==> config.mk <==
export PLATFORM = sky130hd
export DESIGN_NAME = sram_serial_cmd_ctrl
export DESIGN_NICKNAME = d
export VERILOG_FILES = /design/src/rtl/sram_serial_cmd_ctrl.sv
export SDC_FILE = /design/constraint.sdc
export NUM_CORES = 1
export LEC_CHECK = 0
export ABC_AREA = 0
export BUFFER_PORTS_ARGS = -buffer_cell sky130_fd_sc_hd__buf_4
export CORE_UTILIZATION = 52
export CTS_CLUSTER_SIZE = 10
export DETAILED_ROUTE_END_ITERATION = 12
export GPL_TIMING_DRIVEN = 1
export HOLD_SLACK_MARGIN = 0.15
export PLACE_DENSITY = 0.87
export SLEW_MARGIN = 20
export SYNTH_ARGS = -nofsm -noshare
export SYNTH_HDL_FRONTEND = slang
export SYNTH_SLANG_ARGS = --single-unit
==> constraint.sdc <==
create_clock -name clk -period 2.1 [get_ports clk]
set_input_delay 0.42 -clock clk [delete_from_list [all_inputs] [get_ports clk]]
set_output_delay 0.42 -clock clk [all_outputs]
set_load 0.01 [all_outputs]
==> src/rtl/sram_serial_cmd_ctrl.sv <==
// Command sequencer in front of the SRAM top: turns parallel read/write commands
// into the serial shift/load/w_en/r_en pin protocol and returns read responses.
module sram_serial_cmd_ctrl #(
    parameter int ROWS       = 4,
    parameter int COLS       = 4,
    parameter int RD_TIMEOUT = 16,
    localparam int AW        = (ROWS > 1) ? $clog2(ROWS) : 1
) (
    input  logic            clk,
    input  logic            rst,
    input  logic            cmd_valid,
    output logic            cmd_ready,
    input  logic            cmd_we,
    input  logic [AW-1:0]   cmd_addr,
    input  logic [COLS-1:0] cmd_wdata,
    output logic            serial_in,
    output logic            shift,
    output logic            load,
    output logic            w_en,
    output logic            r_en,
    output logic [AW-1:0]   addr,
    input  logic            data_valid,
    input  logic [COLS-1:0] data_out,
    output logic            rsp_valid,
    input  logic            rsp_ready,
    output logic [COLS-1:0] rsp_rdata,
    output logic            rsp_err,
    output logic            wr_done
);

    localparam int CW = $clog2(COLS) + 1;
    localparam int TW = $clog2(RD_TIMEOUT + 1);
    localparam logic [CW-1:0] LAST_BIT  = CW'(COLS - 1);
    localparam logic [TW-1:0] LAST_WAIT = TW'(RD_TIMEOUT - 1);

    typedef enum logic [3:0] {
        IDLE, SHIFT, LOAD, GAP, WRITE, RD_SETUP, READ, RD_WAIT, RESP
    } state_t;

    state_t          r_state;
    state_t          w_stateNext;
    logic            w_accept;

    logic            r_cmdReady;
    logic            r_serialIn;
    logic            r_shift;
    logic            r_load;
    logic            r_wEn;
    logic            r_rEn;
    logic [AW-1:0]   r_addr;
    logic            r_rspValid;
    logic [COLS-1:0] r_rspRdata;
    logic            r_rspErr;
    logic            r_wrDone;
    logic [COLS-1:0] r_sreg;
    logic [CW-1:0]   r_bitCnt;
    logic [TW-1:0]   r_waitCnt;

    assign w_accept = (r_state == IDLE) && cmd_valid && r_cmdReady;

    always_ff @(posedge clk) begin
        if (rst) begin
            r_state <= IDLE;
        end else begin
            r_state <= w_stateNext;
        end
    end

    always_comb begin
        w_stateNext = r_state;
        case (r_state)
            IDLE:     if (w_accept) w_stateNext = cmd_we ? SHIFT : RD_SETUP;
            SHIFT:    if (r_bitCnt == LAST_BIT) w_stateNext = LOAD;
            LOAD:     w_stateNext = GAP;
            GAP:      w_stateNext = WRITE;
            WRITE:    w_stateNext = IDLE;
            RD_SETUP: w_stateNext = READ;
            READ:     w_stateNext = RD_WAIT;
            RD_WAIT:  if (data_valid || (r_waitCnt == LAST_WAIT)) w_stateNext = RESP;
            RESP:     if (rsp_ready) w_stateNext = IDLE;
            default:  w_stateNext = IDLE;
        endcase
    end

    // Strobes are decoded from the next state so every output lines up with the state it belongs to.
    always_ff @(posedge clk) begin
        if (rst) begin
            r_cmdReady <= 1'b1;
            r_serialIn <= 1'b0;
            r_shift    <= 1'b0;
            r_load     <= 1'b0;
            r_wEn      <= 1'b0;
            r_rEn      <= 1'b0;
            r_addr     <= '0;
            r_rspValid <= 1'b0;
            r_rspRdata <= '0;
            r_rspErr   <= 1'b0;
            r_wrDone   <= 1'b0;
            r_sreg     <= '0;
            r_bitCnt   <= '0;
            r_waitCnt  <= '0;
        end else begin
            r_cmdReady <= (w_stateNext == IDLE);
            r_shift    <= (w_stateNext == SHIFT);
            r_load     <= (w_stateNext == LOAD);
            r_wEn      <= (w_stateNext == WRITE);
            r_rEn      <= (w_stateNext == READ);
            r_rspValid <= (w_stateNext == RESP);
            r_wrDone   <= (r_state == WRITE);
            r_serialIn <= 1'b0;
            case (r_state)
                IDLE: begin
                    if (w_accept) begin
                        r_addr   <= cmd_addr;
                        r_sreg   <= cmd_wdata << 1;
                        r_bitCnt <= '0;
                        if (cmd_we) r_serialIn <= cmd_wdata[COLS-1];
                    end
                end
                SHIFT: begin
                    r_bitCnt <= r_bitCnt + 1'b1;
                    if (w_stateNext == SHIFT) begin
                        r_serialIn <= r_sreg[COLS-1];
                        r_sreg     <= r_sreg << 1;
                    end
                end
                READ: r_waitCnt <= '0;
                RD_WAIT: begin
                    r_waitCnt <= r_waitCnt + 1'b1;
                    if (data_valid) begin
                        r_rspRdata <= data_out;
                        r_rspErr   <= 1'b0;
                    end else if (r_waitCnt == LAST_WAIT) begin
                        r_rspRdata <= '0;
                        r_rspErr   <= 1'b1;
                    end
                end
                default: ;
            endcase
        end
    end

    assign cmd_ready = r_cmdReady;
    assign serial_in = r_serialIn;
    assign shift     = r_shift;
    assign load      = r_load;
    assign w_en      = r_wEn;
    assign r_en      = r_rEn;
    assign addr      = r_addr;
    assign rsp_valid = r_rspValid;
    assign rsp_rdata = r_rspRdata;
    assign rsp_err   = r_rspErr;
    assign wr_done   = r_wrDone;

endmodule

# [Word level (Yosys, flattened, before mapping)]
# Cells that the tools add are included.
[totals] elab_cells=66 in_bits=16 out_inout_bits=15 regBits=31
[classes] n_eq_ne=17 add_sub_neg=2 n_reduce_logical=12 mux=20
[ops] cell="4-bit two-way mux" count=8
[ops] cell="4-bit case mux with 8 select lines" count=1
[ops] cell="4-bit by 3-bit equality test with 1-bit output, second input constant" count=6
[ops] cell="4-bit by 2-bit equality test with 1-bit output, second input constant" count=3
[ops] cell="5-bit case mux with 2 select lines" count=1
[ops] cell="4-bit by 1-bit equality test with 1-bit output, second input constant" count=2
[ops] cell="4-bit equality test, second input constant" count=2
[ops] cell="4-bit zero test" count=2
[ops] cell="4-bit case mux with 2 select lines" count=1
[ops] cell="3-bit two-way mux" count=2
[ops] cell="3-bit case mux with 2 select lines" count=1
[ops] cell="2-bit AND reduction" count=3
[ops] cell="2-bit nonzero test" count=3
[ops] cell="5-bit by 1-bit adder with 5-bit output, second input constant" count=1
[ops] cell="5-bit by 4-bit equality test with 1-bit output, second input constant" count=1
[ops] cell="1-bit two-way mux" count=5
[ops] cell="2-bit != test, second input constant" count=2
[ops] cell="3-bit by 1-bit adder with 3-bit output, second input constant" count=1
[ops] cell="3-bit by 2-bit equality test with 1-bit output, second input constant" count=1
[ops] cell="3-bit AND reduction" count=1
[ops] cell="1-bit logical AND" count=2
[ops] cell="1-bit case mux with 2 select lines" count=1
[ops] cell="1-bit logical OR" count=1

# [Depth between registers and ports, before layout]
# Gate-level depths: netlist of run 1.
[depth] depth_word=8 depth_mapped=7

# [Least setup slack after synthesis of run 1]
# Ideal clock, no wire load.
[synth_timing] kind="reg-to-reg" startpoint="reg r_waitCnt[0]" endpoint="reg r_load (netlist: load)" setup_slack_ps=227 setup_time_ps=60 n_path_buf=0 required_time_ps=2040 path_stages_with_launch=8 arrival_ps=1813 path_cell_list="dfxtp_1 -> ha_1 -> and3_1 -> ha_1 -> or2_2 -> a22o_1 -> nor4_1 -> and3_1"
[synth_between] elab_chain_len=5
[synth_lines] element="start, declared" line="57" text="logic [TW-1:0] r_waitCnt;"
[synth_lines] element="start signal, assigned" line="129" text="r_waitCnt <= r_waitCnt + 1'b1;"
[synth_lines] element="5-bit by 4-bit equality test with 1-bit output" line="79" text="RD_WAIT: if (data_valid || (r_waitCnt == LAST_WAIT)) w_stateNext = RESP;"
[synth_lines] element="1-bit logical OR" line="79"
[synth_lines] element="4-bit two-way mux" line="79"
[synth_lines] element="4-bit case mux with 8 select lines" line="71" text="case (r_state)"
[synth_lines] element="4-bit by 2-bit equality test with 1-bit output" line="105" text="r_load <= (w_stateNext == LOAD);"
[synth_lines] element="end signal, assigned" line="105"
[synth_lines] element="end, declared" line="47" text="logic r_load;"
# No other way between the ends.
# A chain may end at the register's enable or synchronous reset.

# [Worst setup path in the final report of run 1]
[layout_timing] startpoint="reg r_waitCnt[0]" endpoint="reg r_cmdReady (netlist: cmd_ready)"
[layout_between] elab_chain_len=5
[layout_lines] element="5-bit by 4-bit equality test with 1-bit output" line="79"
[layout_lines] element="1-bit logical OR" line="79"
[layout_lines] element="4-bit two-way mux" line="79"
[layout_lines] element="4-bit case mux with 8 select lines" line="71"
[layout_lines] element="4-bit zero test" line="103" text="r_cmdReady <= (w_stateNext == IDLE);"
[layout_lines] element="end signal, assigned" line="103"
[layout_lines] element="end, declared" line="44" text="logic r_cmdReady;"
# No other way between the ends.

==> flow_summary.toml, run 1 <==
[status]
status = "completed"

[grt]
grt.busiest_layer = "met2"
use_met2 = 0.3953
grt_max_degree = 28
met3_usage = 0.07018
grt.total_usage = 0.2379
antenna_found_initial = 0
grt_overflow = 0
grt_pass1_vias = 1152
grt_pass1_wl_um = 4657
met1_usage = 0.2686

[sta]
fin_crit_sh = 0.9585
setup_viol = 0
finClkSkew_ns = 0.003512
finalHoldViolations = 0
drv_slew = 0
slew_headroom = 0.6122
fmax_mhz = 496.8
period_needed_ns = 2.013
worst_slew_pin_slew_ns = 0.5737

[clocking]
h-tree-depth = 2
clock_sinks = 30
cts_tree = "built"
cts_max_path_buffers = 2
root_buffer = "clkbuf_4"
postCtsSetupRepairBufs = 0
cts_made_buffers = 5
clock_latency_ns = 0.33
path_clk_slew_ns = 0.09

[placed_design]
routabilityCongestion = 0.7622
port_buffers = 30
placed_cell_area_mm2 = 0.001555
hpwl_um = 2095
dpl.cell_count = 202

[critical_path]
endpoint = "cmd_ready$_SDFF_PP1_"
max_stage_delay_ns = 0.35
crit_chain = "ha_1, and3_1, ha_1, or2_2, o21ai_1, a31oi_2, a31o_1"
slowest_stage = "or2_2"
r2r-end = "cmd_ready$_SDFF_PP1_"
crit_fanout = 5
worst-r2r-cell-count = 7
cp_common_cell = "ha_1"
start_kind = "flip-flop"
r2r_start = "r_waitCnt[0]$_SDFFE_PP0P_"
arrival_ns = 2.24
startpoint = "r_waitCnt[0]$_SDFFE_PP0P_"
crit_path_end_kind = "flip-flop"
crit_required_ns = 2.33
crit_type = "flip-flop to flip-flop"
r2r_setup_slack_ns = 0.09

[synthesis]
synthTopCellsByArea = "dfxtp_1, nor2_1, a21oi_1"
syn-num-nets = 170
synth_cells = 150
avgSynthCellArea_um2 = 8.717
synth.top_cell.area_share = 0.4593
synth-seq-cells = 30
synth_most_common_cell = "dfxtp_1"
yosys.area.top_type = "dfxtp_1"
syn_area_mm2 = 0.001308
yosys_warnings = 0
async_flop_share = 0
netlist_top_cells_count = "dfxtp_1, nor2_1, nand2_1"
yosysUniqueCellTypes = 38
yosysSeqAreaShare = 0.4593
synth_edf_count = 0
yosys_most_used_dff = "dfxtp_1"

[pwr]
power_leakage_nw = 0.6850
vdd_drop_max_v = 0.0008388
powerDensity_mw_per_mm2 = 1055

[routing]
drc = 0
via_count = 1165
postRouteWirelength_um = 2930
drtPass1Iterations = 4
wire_per_inst_um = 14.02
drtIter0Drc = 17
antenna_left = 0
via_per_inst = 5.574

[die]
core_area_mm2 = 0.002297
dieArea_mm2 = 0.002719
die_h_um = 52.15
die_w_um = 52.15
fp-row-count = 17
start_util = 0.5692
pin_count = 31

[cells_and_area]
area_delta_synth_final_pct = 24.02
num_antenna_cells = 0
multiInputGateArea_um2 = 659.4
stdcell_count = 209
regArea_um2 = 600.6
fillers = 195
fin_area_mm2 = 0.001622
drive_above_1_share = 0.2597
num-nets-final = 201

[worst_hold_path]
hold_class = "input port to flip-flop"

[run]
max_cap_violations = 0
==> worst max-delay path, delay by kind of cell (launching register included) <==
kind	cells	cell delay [ns]
compound gates	3	0.58
fa+ha+maj	2	0.45
flops	1	0.34
simple gates	2	0.54
==> where the power goes <==
part / switching, mW / internal, mW
Sequential: 0.0661 / 0.661
Clock: 0.188 / 0.126
Combinational: 0.370 / 0.299
Total: 0.624 / 1.09
==> layout make-up <==
class | instances | share of cell area
inverters | 5 | 0.01157
flip-flops and latches | 30 | 0.3704
multi-input cells | 104 | 0.4066
repair buffers | 35 | 0.1620
clock buffers | 7 | 0.02778
well taps | 28 | 0.02160
==> metal layers <==
metal / share of wire / up-vias / wire length (µm)
met3: 0.055 / 10 / 161
met4: 0.022 / 0 / 65
met5: 0 / - / 0
li1: - / 585 / -
met1: 0.44 / 535 / 1278
met2: 0.49 / 35 / 1424
==> stage by stage <==
step | TNS [ns] | total power [mW] | setup slack (ns) | utilization | hold WS (ns)
after global placement | 0 | 1.349 | 0.1559 | 0.6770 | 0.4438
after global routing | -0.008108 | 1.814 | -0.008108 | 0.7059 | 0.3321
after CTS | 0 | 1.688 | 0.03415 | 0.6966 | 0.3266
after floorplan | 0 | 1.182 | 0.2270 | - | 0.4516
after detailed placement | 0 | 1.384 | 0.05873 | 0.6770 | 0.4558
final | 0 | 1.711 | 0.08724 | 0.7059 | 0.3281
==> what timing repair did <==
action | CTS | global route
setup endpoints to repair | 0 | 4
hold buffers | 0 | 0
resized for setup | 0 | 4
==> registers in the layout (all words and copies together), names as in the netlist <==
name	flops
r_waitCnt	5
r_state	4
rsp_rdata	4
r_bitCnt	3
r_sreg	3
addr	2
cmd_ready	1
load	1
r_en	1
rsp_err	1
rsp_valid	1
serial_in	1
shift	1
w_en	1
wr_done	1
==> worst min-delay path by stage <==
stage,depth (start not counted),startpoint,endpoint,slack [ns]
after floorplan,2,r_bitCnt[1]$_SDFFE_PP0P_,r_bitCnt[1]$_SDFFE_PP0P_,0.45
after global placement,2,addr[1]$_SDFFE_PP0P_,addr[1]$_SDFFE_PP0P_,0.44
after detailed placement,2,addr[1]$_SDFFE_PP0P_,addr[1]$_SDFFE_PP0P_,0.46
after CTS,3,cmd_addr[0],addr[0]$_SDFFE_PP0P_,0.33
after global routing,3,cmd_wdata[0],r_sreg[1]$_SDFFE_PP0P_,0.33
final,3,cmd_addr[0],addr[0]$_SDFFE_PP0P_,0.33
==> cell families (layout without fill, tap and decap cells) <==
family	after synthesis	after routing	synth area share
simple gates	68	68	0.2737
compound gates	31	31	0.1684
flops	30	30	0.4593
buf+inv	16	47	0.05263
fa+ha+maj	4	4	0.03828
mux	1	1	0.007656
==> cells in the final DEF, fill, tap and decap left out, types with 2 or more instances in the layout <==
| master | count |
|---|---|
| dfxtp_1 | 30 |
| a21oi_1 | 11 |
| ha_1 | 4 |
| nor2b_1 | 3 |
| nor3_1 | 3 |
| or2_2 | 3 |
| a21o_1 | 2 |
| inv_1 | 5 |
| nand2_1 | 12 |
| a22oi_1 | 5 |
| nand3_1 | 3 |
| nor3b_1 | 3 |
| buf_4 | 35 |
| nand3b_1 | 4 |
| a311oi_1 | 2 |
| and2_1 | 3 |
| nor2_1 | 22 |
| clkbuf_4 | 5 |
| clkbuf_1 | 2 |
| and3_1 | 2 |
| nor4_1 | 3 |
Power figures use the tool's default switching activity.
==> run 2: changes to the inputs <==
--- a/config.mk
+++ b/config.mk
@@ -13,6 +13,7 @@
 export GPL_TIMING_DRIVEN = 1
 export HOLD_SLACK_MARGIN = 0.15
 export PLACE_DENSITY = 0.87
+export RECOVER_POWER = 50
 export SLEW_MARGIN = 20
 export SYNTH_ARGS = -nofsm -noshare
 export SYNTH_HDL_FRONTEND = slang
==> run 2 against run 1 <==
  * Count of clock-buffer cells in the layout did not move
  * Setup slack barely moved
  * Cell count did not move
  * Wire length rose by 0.48%
  * Combinational power fell by 4.9%
  * Clock power barely moved
  * Core utilization fell by 2.5 points
  * Sequential share of layout area rose by 1.3 points
  * Maximum frequency barely moved
  * Via count rose by 0.69%
  * Sequential power barely moved
  * Sequential cell count did not move
  * Critical path type unchanged
  * Critical endpoint unchanged
==> flow_summary.toml, run 2 (synthesized netlist as in run 1, its figures left out) <==
[critical_path]
crit_family = "compound AO/OA/AOI/OAI gates"
crit_type = "flip-flop to flip-flop"
start_kind = "flip-flop"
crit_chain = "ha_1, and3_1, ha_1, or2_2, o21ai_1, a31oi_2, a31o_1"
cp_common_cell = "ha_1"
path_buf_inv = 0
max_stage_delay_ns = 0.35
crit_fanout = 5
slowest_stage = "or2_2"
arrival_ns = 2.24
crit_path_end_kind = "flip-flop"
crit_required_ns = 2.33

[cells_and_area]
final_util = 0.6814
stdcell_count = 209
num-nets-final = 201
num_antenna_cells = 0
layout_common_cells = "dfxtp_1, nor2_1, buf_4, clkbuf_1, nand2_1"
drive_above_1_share = 0.1713
area_delta_synth_final_pct = 19.71
top_register = "r_waitCnt"
layout_commonest_cell = "dfxtp_1"
largest_reg_flops = 5

[die]
die_w_um = 52.15
die_h_um = 52.15
core_area_mm2 = 0.002297
start_util = 0.5692
fp-row-count = 17
dieArea_mm2 = 0.002719
pin_count = 31

[worst_hold_path]
hold_class = "input port to flip-flop"

[sta]
finalHoldViolations = 0
worst_slew_pin_slew_ns = 0.5684
finClkSkew_ns = 0.005031
drv_slew = 0
setup_ws_ns = 0.08764
fin_crit_sh = 0.9583
setup_viol = 0
slew_headroom = 0.6158
period_needed_ns = 2.012
fmax_mhz = 496.9

[placed_design]
pre_cts_slack_ns = 0.05873
hpwl_um = 2095
port_buffers = 30
routabilityCongestion = 0.7622
dpl.cell_count = 202

[run]
max_cap_violations = 0

[pwr]
comb_power_share = 0.379
powerDensity_mw_per_mm2 = 1071
vdd_drop_max_v = 0.0008317
p_seq_frac = 0.433
power_leakage_nw = 0.6197
swShare = 0.3732
power_frac_clock = 0.188
switchingPower_mw = 0.6259
p_int_mw = 1.051

[clocking]
ctsResizeCount = 0
path_clk_slew_ns = 0.09
clock_latency_ns = 0.33
cts_made_buffers = 5
postCtsHoldBufs = 0
clock_sinks = 30
root_buffer = "clkbuf_4"
cts_max_path_buffers = 2
h-tree-depth = 2
cts_tree = "built"
postCtsSetupRepairBufs = 0

[grt]
grt_max_degree = 28
grt.total_usage = 0.2379
grt_overflow = 0
grt_pass1_vias = 1152
antenna_found_initial = 0
grt_pass1_wl_um = 4657

[routing]
drtPass1Iterations = 4
drtIter0Drc = 15
via_count = 1173
drc = 0
wire_per_inst_um = 14.09
antenna_left = 0
postRouteWirelength_um = 2944
via_per_inst = 5.612

[status]
status = "completed"
run 2: changes by cell type in the layout (fill, tap and decap cells not counted):
cell	delta
or2_2	-1
buf_4	-15
clkbuf_1	+15
or2_0	+1
run 2: worst reg2reg max path, stage by stage, from the launching register on:
cell     delay [ns]
dfxtp_1        0.34
ha_1           0.23
and3_1         0.19
ha_1           0.22
or2_2          0.35
o21ai_1        0.17
a31oi_2        0.17
a31o_1         0.25
run 2: power by group through the flow:
| stage | logic [mW] | clock network [mW] | registers, mW |
|---|---|---|---|
| after floorplan | 0.448 | 0 | 0.734 |
| final | 0.636 | 0.315 | 0.726 |
| after global routing | 0.698 | 0.341 | 0.738 |
| after detailed placement | 0.646 | 0 | 0.738 |
| after global placement | 0.617 | 0 | 0.731 |
| after CTS | 0.648 | 0.315 | 0.725 |
run 2: worst paths after layout:
check,start,endpoint,slack [ns],cells after the start
worst max-delay path,r_waitCnt[0]$_SDFFE_PP0P_,cmd_ready$_SDFF_PP1_,0.09,7
worst min-delay path,cmd_addr[0],addr[0]$_SDFFE_PP0P_,0.33,3
worst min register to register,addr[1]$_SDFFE_PP0P_,addr[1]$_SDFFE_PP0P_,0.46,2
worst max register to register,r_waitCnt[0]$_SDFFE_PP0P_,cmd_ready$_SDFF_PP1_,0.09,7
run 2: routing by layer:
| layer | share of wire | global-route usage | up-vias |
|---|---|---|---|
| met4 | 0.015 | 0.1360 | 0 |
| met1 | 0.43 | 0.2686 | 546 |
| met2 | 0.49 | 0.3953 | 33 |
| met5 | 0 | 0 | - |
| li1 | - | - | 585 |
| met3 | 0.063 | 0.07018 | 9 |
run 2: cell type report:
type                       count  area [µm²]
clock buffer                   7       45.04
sequential                    30       600.6
timing repair buffer          35       206.4
fill                         204       732.0
tap                           28       35.03
inverter                       5       18.77
multi-input combinational    104       659.4
run 2: per-stage QoR:
stage	cell area (µm²)	TNS (ns)	hold slack [ns]	power (mW)
2_1_floorplan	1308	0	0.4516	1.182
3_3_place_gp	1555	0	0.4438	1.349
3_5_place_dp	1555	0	0.4558	1.384
4_1_cts	1600	0	0.3266	1.688
5_1_grt	1565	-0.008141	0.3321	1.777
6_report	1565	0	0.3255	1.677
==> run 3: changes to the inputs <==
--- a/config.mk
+++ b/config.mk
@@ -6,7 +6,7 @@
 export NUM_CORES = 1
 export LEC_CHECK = 0
 export ABC_AREA = 0
-export BUFFER_PORTS_ARGS = -buffer_cell sky130_fd_sc_hd__buf_4
+export BUFFER_PORTS_ARGS = -buffer_cell sky130_fd_sc_hd__buf_2
 export CORE_UTILIZATION = 52
 export CTS_CLUSTER_SIZE = 10
 export DETAILED_ROUTE_END_ITERATION = 12
==> run 3 against run 2 <==
  * Sequential share of layout area is 0.69 points higher
  * Sequential cell count stayed put
  * Cell count is 0.48% higher
  * Clock skew is 0.0092 ns higher
  * First-iteration DRC count is 40% higher
  * Power is 0.98% higher
  * Register-to-register slack better by 0.02 ns
  * Critical path depth is 1 higher
  * Maximum frequency is 0.98% higher
  * Count of clock-buffer cells in the layout stayed put
  * Combinational power is 2% lower
==> flow_summary.toml, run 3 (synthesized netlist as in run 1, its figures left out) <==
[status]
status = "completed"

[routing]
drc = 0
postRouteWirelength_um = 2820
drtPass1Iterations = 4
drtIter0Drc = 21
via_count = 1201
antenna_left = 0
wire_per_inst_um = 13.43
via_per_inst = 5.719

[cells_and_area]
fin_area_mm2 = 0.001538
num-nets-final = 201
area_delta_synth_final_pct = 17.61
stdcell_count = 210
drive_above_1_share = 0.1868
largest_reg_flops = 5
num_antenna_cells = 0
final_util = 0.6694
top_register = "r_waitCnt"
layout_commonest_cell = "dfxtp_1"
layout_common_cells = "dfxtp_1, nor2_1, clkbuf_1, buf_2, nand2_1"

[sta]
fmax_mhz = 501.8
drv_slew = 0
finalHoldViolations = 0
fin_crit_sh = 0.9490
finClkSkew_ns = 0.01423
holdWs_ns = 0.3391
period_needed_ns = 1.993
slew_headroom = 0.6315
worst_slew_pin_slew_ns = 0.5485
rsz0062_at_grt = "yes"
setup_ws_ns = 0.1071
setup_viol = 0
fin_tns_setup_ns = 0

[critical_path]
start_kind = "flip-flop"
arrival_ns = 2.23
r2r_start = "r_waitCnt[0]$_SDFFE_PP0P_"
startpoint = "r_waitCnt[0]$_SDFFE_PP0P_"
crit_type = "flip-flop to flip-flop"
crit_fanout = 4
r2r-end = "r_en$_SDFF_PP0_"
r2r_setup_slack_ns = 0.11
crit_required_ns = 2.33
worst-r2r-cell-count = 8
endpoint = "r_en$_SDFF_PP0_"
crit_path_end_kind = "flip-flop"

[placed_design]
routabilityCongestion = 0.7743
hpwl_um = 2052
dpl.cell_count = 202
port_buffers = 30
placed_cell_area_mm2 = 0.001480
pre_cts_slack_ns = 0.08380

[die]
pin_count = 31
die_h_um = 52.15
start_util = 0.5692
dieArea_mm2 = 0.002719
die_w_um = 52.15
core_area_mm2 = 0.002297
fp-row-count = 17

[worst_hold_path]
whs_path_depth = 3
hp-start = "cmd_addr[1]"
hold_class = "input port to flip-flop"

[clocking]
cts_max_path_buffers = 2
path_clk_slew_ns = 0.09
cts_tree = "built"
clock_sinks = 30
cts_made_buffers = 5
postCtsSetupRepairBufs = 0
root_buffer = "clkbuf_4"
h-tree-depth = 2
clock_latency_ns = 0.33

[pwr]
power_leakage_nw = 0.6147
p_total_mw = 1.693
powerDensity_mw_per_mm2 = 1101
vdd_drop_max_v = 0.0008010

[grt]
grt_pass1_vias = 1168
grt.total_usage = 0.2443
grt_pass1_wl_um = 4754
grt_overflow = 0
antenna_found_initial = 0
grt_max_degree = 28

[run]
max_cap_violations = 0
[run 3: repair_timing]
item,4_1_cts,5_1_grt
setup endpoints to repair,0,3
gates resized for setup,0,3
hold buffers,0,0
hold endpoints to repair,0,0
[run 3: how the worst min path moves through the flow]
stage / endpoint
2_1_floorplan: r_bitCnt[1]$_SDFFE_PP0P_
3_3_place_gp: addr[1]$_SDFFE_PP0P_
3_5_place_dp: addr[0]$_SDFFE_PP0P_
4_1_cts: addr[1]$_SDFFE_PP0P_
5_1_grt: addr[1]$_SDFFE_PP0P_
6_report: addr[1]$_SDFFE_PP0P_
[run 3: layout make-up]
cell class	count	area, µm²
clock buffer	7	55.05
clock inverter	1	5.005
fill	194	759.5
inverter	5	18.77
multi-input combinational	104	654.4
sequential	30	600.6
tap	28	35.03
timing repair buffer	35	168.9
[run 3: routing by layer]
layer / wire [µm] / vias up / global-route usage / part of all wire
met4: 58 / 0 / 0.1535 / 0.021
met1: 1198 / 564 / 0.2639 / 0.42
li1: - / 591 / - / -
met2: 1420 / 38 / 0.4209 / 0.50
met3: 142 / 8 / 0.06140 / 0.050
met5: 0 / - / 0 / 0
[run 3: critical path, stage by stage, from the launching register on]
cell and delay [ns]:
dfxtp_1 0.34, ha_1 0.23, and3_1 0.19, ha_1 0.21, o2111a_1 0.25, nor4_1 0.17
buf_4 0.18, o21bai_1 0.10, nor3b_1 0.23
[run 3: where the power goes]
| group | switching, mW | internal, mW |
|---|---|---|
| clock | 0.185 | 0.162 |
| combinational | 0.361 | 0.261 |
| sequential | 0.0637 | 0.661 |
| total | 0.610 | 1.08 |
